$ cat src/rtl/i2s_source_scheduler.sv
// Frame-paced sample scheduler feeding the I2S transmitter.
// Arbitrates stream/chime sources with a click-free gain ramp.
`timescale 1ns/1ps
module i2s_source_scheduler #(
  parameter int WIDTH          = 24,
  parameter int RAMP_LOG2      = 4,
  parameter int UNDERRUN_LIMIT = 8
) (
  input  logic             clk,
  input  logic             rst_n,
  input  logic             frame_tick,
  input  logic             mute_req,
  input  logic [WIDTH-1:0] strm_data,
  input  logic             strm_valid,
  output logic             strm_ready,
  input  logic [WIDTH-1:0] chime_data,
  input  logic             chime_valid,
  output logic             chime_ready,
  output logic [WIDTH-1:0] sample_out,
  output logic [1:0]       active_src,
  output logic             underrun,
  output logic [7:0]       underrun_cnt
);

  localparam int GW = RAMP_LOG2 + 1;
  localparam int PW = WIDTH + RAMP_LOG2 + 1;
  localparam logic [GW-1:0] G_MAX = GW'(1 << RAMP_LOG2);

  localparam logic [1:0] S_MUTED = 2'd0;
  localparam logic [1:0] S_UP    = 2'd1;
  localparam logic [1:0] S_PLAY  = 2'd2;
  localparam logic [1:0] S_DOWN  = 2'd3;

  localparam logic SRC_STRM  = 1'b0;
  localparam logic SRC_CHIME = 1'b1;

  logic [1:0]       state, state_n;
  logic [GW-1:0]    g, g_n;
  logic             cur_src, src_n;
  logic [WIDTH-1:0] held, held_n;
  logic [7:0]       starve, starve_n;

  logic             is_muted;
  logic             cur_valid;
  logic [WIDTH-1:0] cur_data;
  logic             desired;
  logic             starved;
  logic             leave;
  logic signed [PW-1:0] held_x;
  logic signed [PW-1:0] g_x;
  logic signed [PW-1:0] prod;
  logic [WIDTH-1:0] out_n;

  assign is_muted  = (state == S_MUTED);
  assign cur_valid = cur_src ? chime_valid : strm_valid;
  assign cur_data  = cur_src ? chime_data : strm_data;
  assign desired   = chime_valid ? SRC_CHIME : SRC_STRM;
  assign starved   = !is_muted && !cur_valid;

  // Muted keeps draining the stream so it stays real-time
  assign strm_ready  = rst_n & frame_tick
                     & (is_muted | (cur_src == SRC_STRM));
  assign chime_ready = rst_n & frame_tick
                     & !is_muted & (cur_src == SRC_CHIME);

  // Next-state, gain and held-sample selection for one frame
  always_comb begin
    state_n  = state;
    g_n      = g;
    src_n    = cur_src;
    held_n   = held;
    starve_n = starve;
    if (!is_muted) begin
      if (cur_valid) begin
        held_n   = cur_data;
        starve_n = '0;
      end else if (starve != 8'hFF) begin
        starve_n = starve + 8'd1;
      end
    end
    leave = mute_req || (desired != cur_src)
         || (starve_n >= 8'(UNDERRUN_LIMIT));
    unique case (state)
      S_MUTED: begin
        g_n = '0;
        if (!mute_req && (chime_valid || strm_valid)) begin
          src_n    = desired;
          starve_n = '0;
          state_n  = S_UP;
        end
      end
      S_UP: begin
        if (leave) begin
          g_n     = (g == '0) ? '0 : g - GW'(1);
          state_n = (g <= GW'(1)) ? S_MUTED : S_DOWN;
        end else begin
          g_n = g + GW'(1);
          if (g + GW'(1) == G_MAX) state_n = S_PLAY;
        end
      end
      S_PLAY: begin
        if (leave) begin
          g_n     = g - GW'(1);
          state_n = S_DOWN;
        end
      end
      S_DOWN: begin
        g_n = g - GW'(1);
        if (g == GW'(1)) state_n = S_MUTED;
      end
      default: begin
        g_n     = '0;
        state_n = S_MUTED;
      end
    endcase
  end

  // Signed gain multiply, floor via arithmetic shift
  always_comb begin
    held_x = {{(PW-WIDTH){held_n[WIDTH-1]}}, held_n};
    g_x    = {{(PW-GW){1'b0}}, g_n};
    prod   = held_x * g_x;
    out_n  = WIDTH'(prod >>> RAMP_LOG2);
  end

  // Frame-tick state update and underrun bookkeeping
  always_ff @(posedge clk or negedge rst_n) begin
    if (!rst_n) begin
      state        <= S_MUTED;
      g            <= '0;
      cur_src      <= SRC_STRM;
      held         <= '0;
      starve       <= '0;
      sample_out   <= '0;
      active_src   <= 2'd0;
      underrun     <= 1'b0;
      underrun_cnt <= 8'd0;
    end else begin
      underrun <= frame_tick && starved;
      if (frame_tick) begin
        state      <= state_n;
        g          <= g_n;
        cur_src    <= src_n;
        held       <= held_n;
        starve     <= starve_n;
        sample_out <= out_n;
        if (state_n == S_MUTED)
          active_src <= 2'd0;
        else
          active_src <= src_n ? 2'd2 : 2'd1;
        if (starved && underrun_cnt != 8'hFF)
          underrun_cnt <= underrun_cnt + 8'd1;
      end
    end
  end

endmodule

$ cat config.mk
export PLATFORM = sky130hd
export DESIGN_NAME = i2s_source_scheduler
export DESIGN_NICKNAME = d
export VERILOG_FILES = /design/src/rtl/i2s_source_scheduler.sv
export SDC_FILE = /design/constraint.sdc
export NUM_CORES = 1
export LEC_CHECK = 0
export CORE_MARGIN = 8
export CORE_UTILIZATION = 40
export CTS_CLUSTER_SIZE = 24
export DETAILED_ROUTE_END_ITERATION = 12
export GPL_TIMING_DRIVEN = 0
export SLEW_MARGIN = 5
export SYNTH_ARGS = -nofsm -noshare
export SYNTH_HDL_FRONTEND = slang
export SYNTH_SLANG_ARGS = --single-unit
export TNS_END_PERCENT = 20
$ cat constraint.sdc
create_clock -name clk -period 6.8 [get_ports clk]
set_clock_uncertainty 0.2 [all_clocks]
set_input_delay 0.68 -clock clk [delete_from_list [all_inputs] [get_ports clk]]
set_output_delay 0.68 -clock clk [all_outputs]
set_load 0.01 [all_outputs]
### Word level (Yosys, flattened, before mapping)

Index checks and enable logic that the tools add are counted.

* flip-flop bits (word level): 75
* input port bits: 54

* add/sub/neg operators: 4
* multiply operators: 1
* order comparisons: 2
* equal/unequal tests: 8
* mux-type cells: 25
* bitwise gates (word level): 6
* reductions and logical operators: 14

Operators by type and width (count)
* 24-bit two-way mux: 3
* 8-bit two-way mux: 5
* 24-bit by 6-bit multiplier with 28-bit output: 1
* 5-bit case mux with 4 select lines: 1
* 8-bit by 1-bit adder with 8-bit output (second input constant): 2
* 2-bit two-way mux: 8
* 8-bit inequality test (second input constant): 2
* 5-bit two-way mux: 3
* 8-bit by 4-bit greater-or-equal comparator with 1-bit output (second input constant): 1
* 2-bit case mux with 4 select lines: 1
* 5-bit by 1-bit adder with 5-bit output (second input constant): 1
* 5-bit by 1-bit equality test with 1-bit output (second input constant): 1
* 5-bit equality test (second input constant): 1
* 5-bit by 1-bit less-or-equal comparator with 1-bit output (second input constant): 1
* 5-bit logical NOT: 1
* 5-bit by 1-bit subtractor with 5-bit output (second input constant): 1
* 1-bit AND: 4
* 2-bit equality test (second input constant): 2
* 1-bit logical AND: 4
* 2-bit logical NOT: 2
* 1-bit two-way mux: 4
* 1-bit logical NOT: 3
* 1-bit logical OR: 3
* 2-bit by 1-bit equality test with 1-bit output (second input constant): 1
* other kinds (4): 4

### Longest topological paths before layout

* word-level depth: 10
* mapped depth: 28
* mapped depth without buffers: 27

### Worst setup path before layout

No wires, ideal clock.

* path type: reg2reg
* from: reg starve[0]
* to: reg sample_out[22]
* setup time: 92 ps
* data arrival time: 6505 ps
* path slack: 3 ps
* stages on the path, launching flop included: 29
* cells stage by stage: dfrtp_1 > ha_1 > nand3_1 > o311ai_0 > o32a_1 > nand4_4 > clkbuf_1 > o21ai_0 > a21oi_1 > nor2_1 > clkbuf_1 > nor2_1 > fa_1 > fa_1 > inv_1 > fa_1 > inv_1 > ha_1 > a21oi_1 > o221ai_1 > a21o_1 > a21o_1 > a21o_1 > a21o_1 > a31oi_4 > or3_4 > a2111oi_4 > o31a_1 > o31ai_2

* longest elaborated chain between the ends: 9

RTL lines
* start, declared: RTL line 41 `logic [7:0] starve, starve_n;`
* start signal, assigned: RTL line 145 `starve <= starve_n;`
* 8-bit by 1-bit adder with 8-bit output / 8-bit inequality test (equally long branches): RTL line 78, 77
* 8-bit two-way mux: RTL line 77 `end else if (starve != 8'hFF) begin`
* 8-bit two-way mux: RTL line 74 `if (cur_valid) begin`
* 8-bit two-way mux (*): RTL line 73 `if (!is_muted) begin`
* 8-bit by 4-bit greater-or-equal comparator with 1-bit output (*): RTL line 82 `|| (starve_n >= 8'(UNDERRUN_LIMIT));`
* 1-bit logical OR (*): RTL line 82
* 5-bit two-way mux, on equally long branches: RTL line 102, 93
* 5-bit case mux with 4 select lines (*): RTL line 83 `unique case (state)`
* 24-bit by 6-bit multiplier with 28-bit output (*): RTL line 122 `prod = held_x * g_x;`
* end signal, assigned: RTL line 146 `sample_out <= out_n;`
* end, declared: RTL line 19 `output logic [WIDTH-1:0] sample_out,`

Every way passes the cells marked *; elsewhere a longest branch is shown, timed or not.
A chain may end at the register's enable or synchronous reset.

### Worst setup path after layout

* from: reg starve[4]
* to: reg sample_out[22]

The elaborated chain is that of the path after synthesis.

==> key figures <==
Status
  • Status: completed

Logic synthesis
  • Largest area contributor in the netlist: dfrtp_1
  • EDFF count, synth: 0
  • Yosys top cell area share: about a quarter
  • Syn Nets: approximately 1100
  • Largest cells by area after synthesis: dfrtp_1 (24%), fa_1 (18%), ha_1 (8.5%)
  • Mapped cell area: 7920 um2
  • Yosys reg bits: 75
  • Post-synth top cells: nor2_1 (156), inv_1 (126), nand2_1 (86)
  • Post-Synthesis Cells: 937
  • Synth unique cells: 66
  • Seq/Total Area, Yosys: roughly a quarter
  • Asr flop ratio synth: 100%
  • Most instantiated library cell after synthesis: nor2_1
  • Syn_area_per_cell: between 8 and 9 um2
  • Predominant post-synthesis flop cell: dfrtp_1
  • Ys Warns: 0

Routing
  • Drt total wl: between 20 and 25 mm
  • Post-route antenna net violation count: 0
  • Wire per inst: 17.0 um
  • Via Count: about 7000
  • Residual DRC count: 0
  • TritonRoute pass-1 iters: 5
  • Vias per cell: ~5.1
  • Iter 0 DRT Violations: 363

Placed design
  • Number of port buffers: 89
  • Post-DP HPWL: ~17 mm
  • GP Congestion: about 0.86
  • Placed insts: between 1000 and 1500
  • Worst slack, placed: -1800 ps

Floorplan
  • DIE AREA: between 20000 and 25000 um2
  • Core ar.: around 20000 um2
  • Initial Utilization: between 40% and 50%
  • Rows: 51
  • Ports: between 90 and 100
  • Die Y: between 150 and 200 um
  • Die width: roughly 160 um

Worst setup path
  • Startpoint Class: register
  • Worst-path fanout max: 10
  • CP arrival: approximately 6800 ps
  • Most frequent CP cell: a21o_1
  • Slowest CP cell: fa_1
  • Critical path required time: around 6800 ps
  • Critical path class: register to register
  • Crit path capture type: register
  • Slowest Stage Delay on Critical Path: ~530 ps
  • Buffers plus inverters on the worst setup path: 4
  • CP delay by family, top: compound AO/OA/AOI/OAI gates

Layout
  • Final nets: 1254
  • P&R area growth vs syn: 29.4%
  • ANT cells: 0
  • Final cell count without fillers: 1346
  • Share of layout cells above drive strength 1: between 10% and 20%
  • Final Core Density: roughly 53%

Global route
  • Tot GR Track Use: 19.1%
  • Number of global-route vias before repair: 6893
  • Initial antenna violation count: 0
  • First-pass GRT wire length: ~37 mm
  • Largest net degree at the start of global routing: 46
  • Gr ovfl total: 0

Timing
  • Post-route setup slack: ~32 ps
  • Fin. Hold Viols: 0
  • Final setup violating endpoints: 0
  • RSZ-0062 raised after global routing: yes
  • Tightest Pin Transition: around 950 ps
  • Tmin final: between 6000 and 7000 ps
  • Fin crit share: around 100%
  • Slew HR: around 37%
  • Fin. max-slew vios: 0
  • Fmax: ~150 MHz

Hold path
  • Worst Hold Class: primary input to async pin

Clock network
  • Clock sinks: between 70 and 80
  • Worst skew pair latency: 350 ps
  • Total CTS buffers: 9
  • Clock Path Buffers: 2
  • CTS tree: yes
  • Clock Root Buffer: clkbuf_16
  • Reg clk slew, reported paths: roughly 70 ps
  • H-tree depth: 3

Job
  • Max-cap violations: 0
[cells in the final DEF (no fill, tap or decap), types with 4 or more instances in the layout]
master           instances
a31oi_1                  4
buf_6                    4
mux2i_1                 25
ha_4                    11
xor2_1                  11
nand3_1                 13
inv_1                  126
and3_1                   5
o21ai_1                  9
o21ai_0                 62
buf_8                    4
clkbuf_16                9
o21a_1                   5
nor2_1                 143
fa_1                    70
nand2_1                 83
xnor2_1                 23
buf_4                   40
nand4_1                  8
or3_1                    4
a21oi_2                  7
clkdlybuf4s50_1         86
nor2_2                   8
dfrtp_2                  4
mux2_2                  18
clkbuf_1                21
o31ai_1                  6
nor2b_1                  8
nor3_1                   7
dfrtp_1                 71
a22o_1                   4
a21oi_1                 24
clkbuf_2                 6
ha_1                    43
nor2_4                   5
a21o_1                  12
nand2b_1                 9
[cells by family after synthesis]
group	count (synthesis)	share of synthesized area, %
compound gates	176	14.6
fa+ha+maj	124	26.2
buf+inv	168	8.08
mux	47	6.28
simple gates	312	17.1
flops	75	23.7
xor+xnor	35	4.04
[final cells by class]
class,instances,area [um2]
Buffer,38,249
Clock buffer,11,233
Clock inverter,5,62.6
Fill cell,1827,9210
Inverter,127,477
Multi-Input combinational cell,694,5790
Sequential cell,75,1880
Tap cell,265,332
Timing Repair Buffer,131,1230
[per-layer routing]
layer | track usage [%] | share of wire [%] | vias to the layer above
li1 | - | - | 3348
met1 | 26.0 | 46 | 3358
met2 | 30.5 | 47 | 162
met3 | 3.36 | 5.3 | 26
met4 | 5.77 | 1.8 | 0
met5 | 0 | 0 | -
[per-stage QoR]
stage	hold WS [ps]	setup TNS, ps	instance area (um2)
floorplan	184	0	7920
global placement	256	-23200	9150
detailed placement	265	-23900	9170
CTS	103	0	9850
global route	125	-588	10300
finish	84.9	0	10300
[what timing repair did]
action,in CTS,in global routing
setup endpoints to repair,20,13
gates cloned,1,0
gates resized for setup,76,66
setup buffers,16,24
hold buffers,0,0
pin swaps,22,38
[final timing paths]
kind	start	to	slack, ps	cells past startpoint
setup / recovery	starve[4]	sample_out[22]	30	26
hold / removal	rst_n	underrun_cnt[1]	80	1
setup reg to reg	starve[4]	sample_out[22]	30	26
hold reg to reg	held[10]	held[10]	280	2
max in group asynchronous	rst_n	starve[2]	5700	2
min in group clk	held[10]	held[10]	280	2
[state kept, by name, indices dropped and copies added (netlist names)]
| name | count |
|---|---|
| cur_src | 1 |
| underrun_cnt | 8 |
| state | 2 |
| starve | 8 |
| held | 24 |
| sample_out | 24 |
| g | 5 |
| underrun | 1 |
| active_src | 2 |
Power is left out: the tool's default activity adds up to more than one toggle a clock period on the data nets, which glitch-free logic cannot reach.
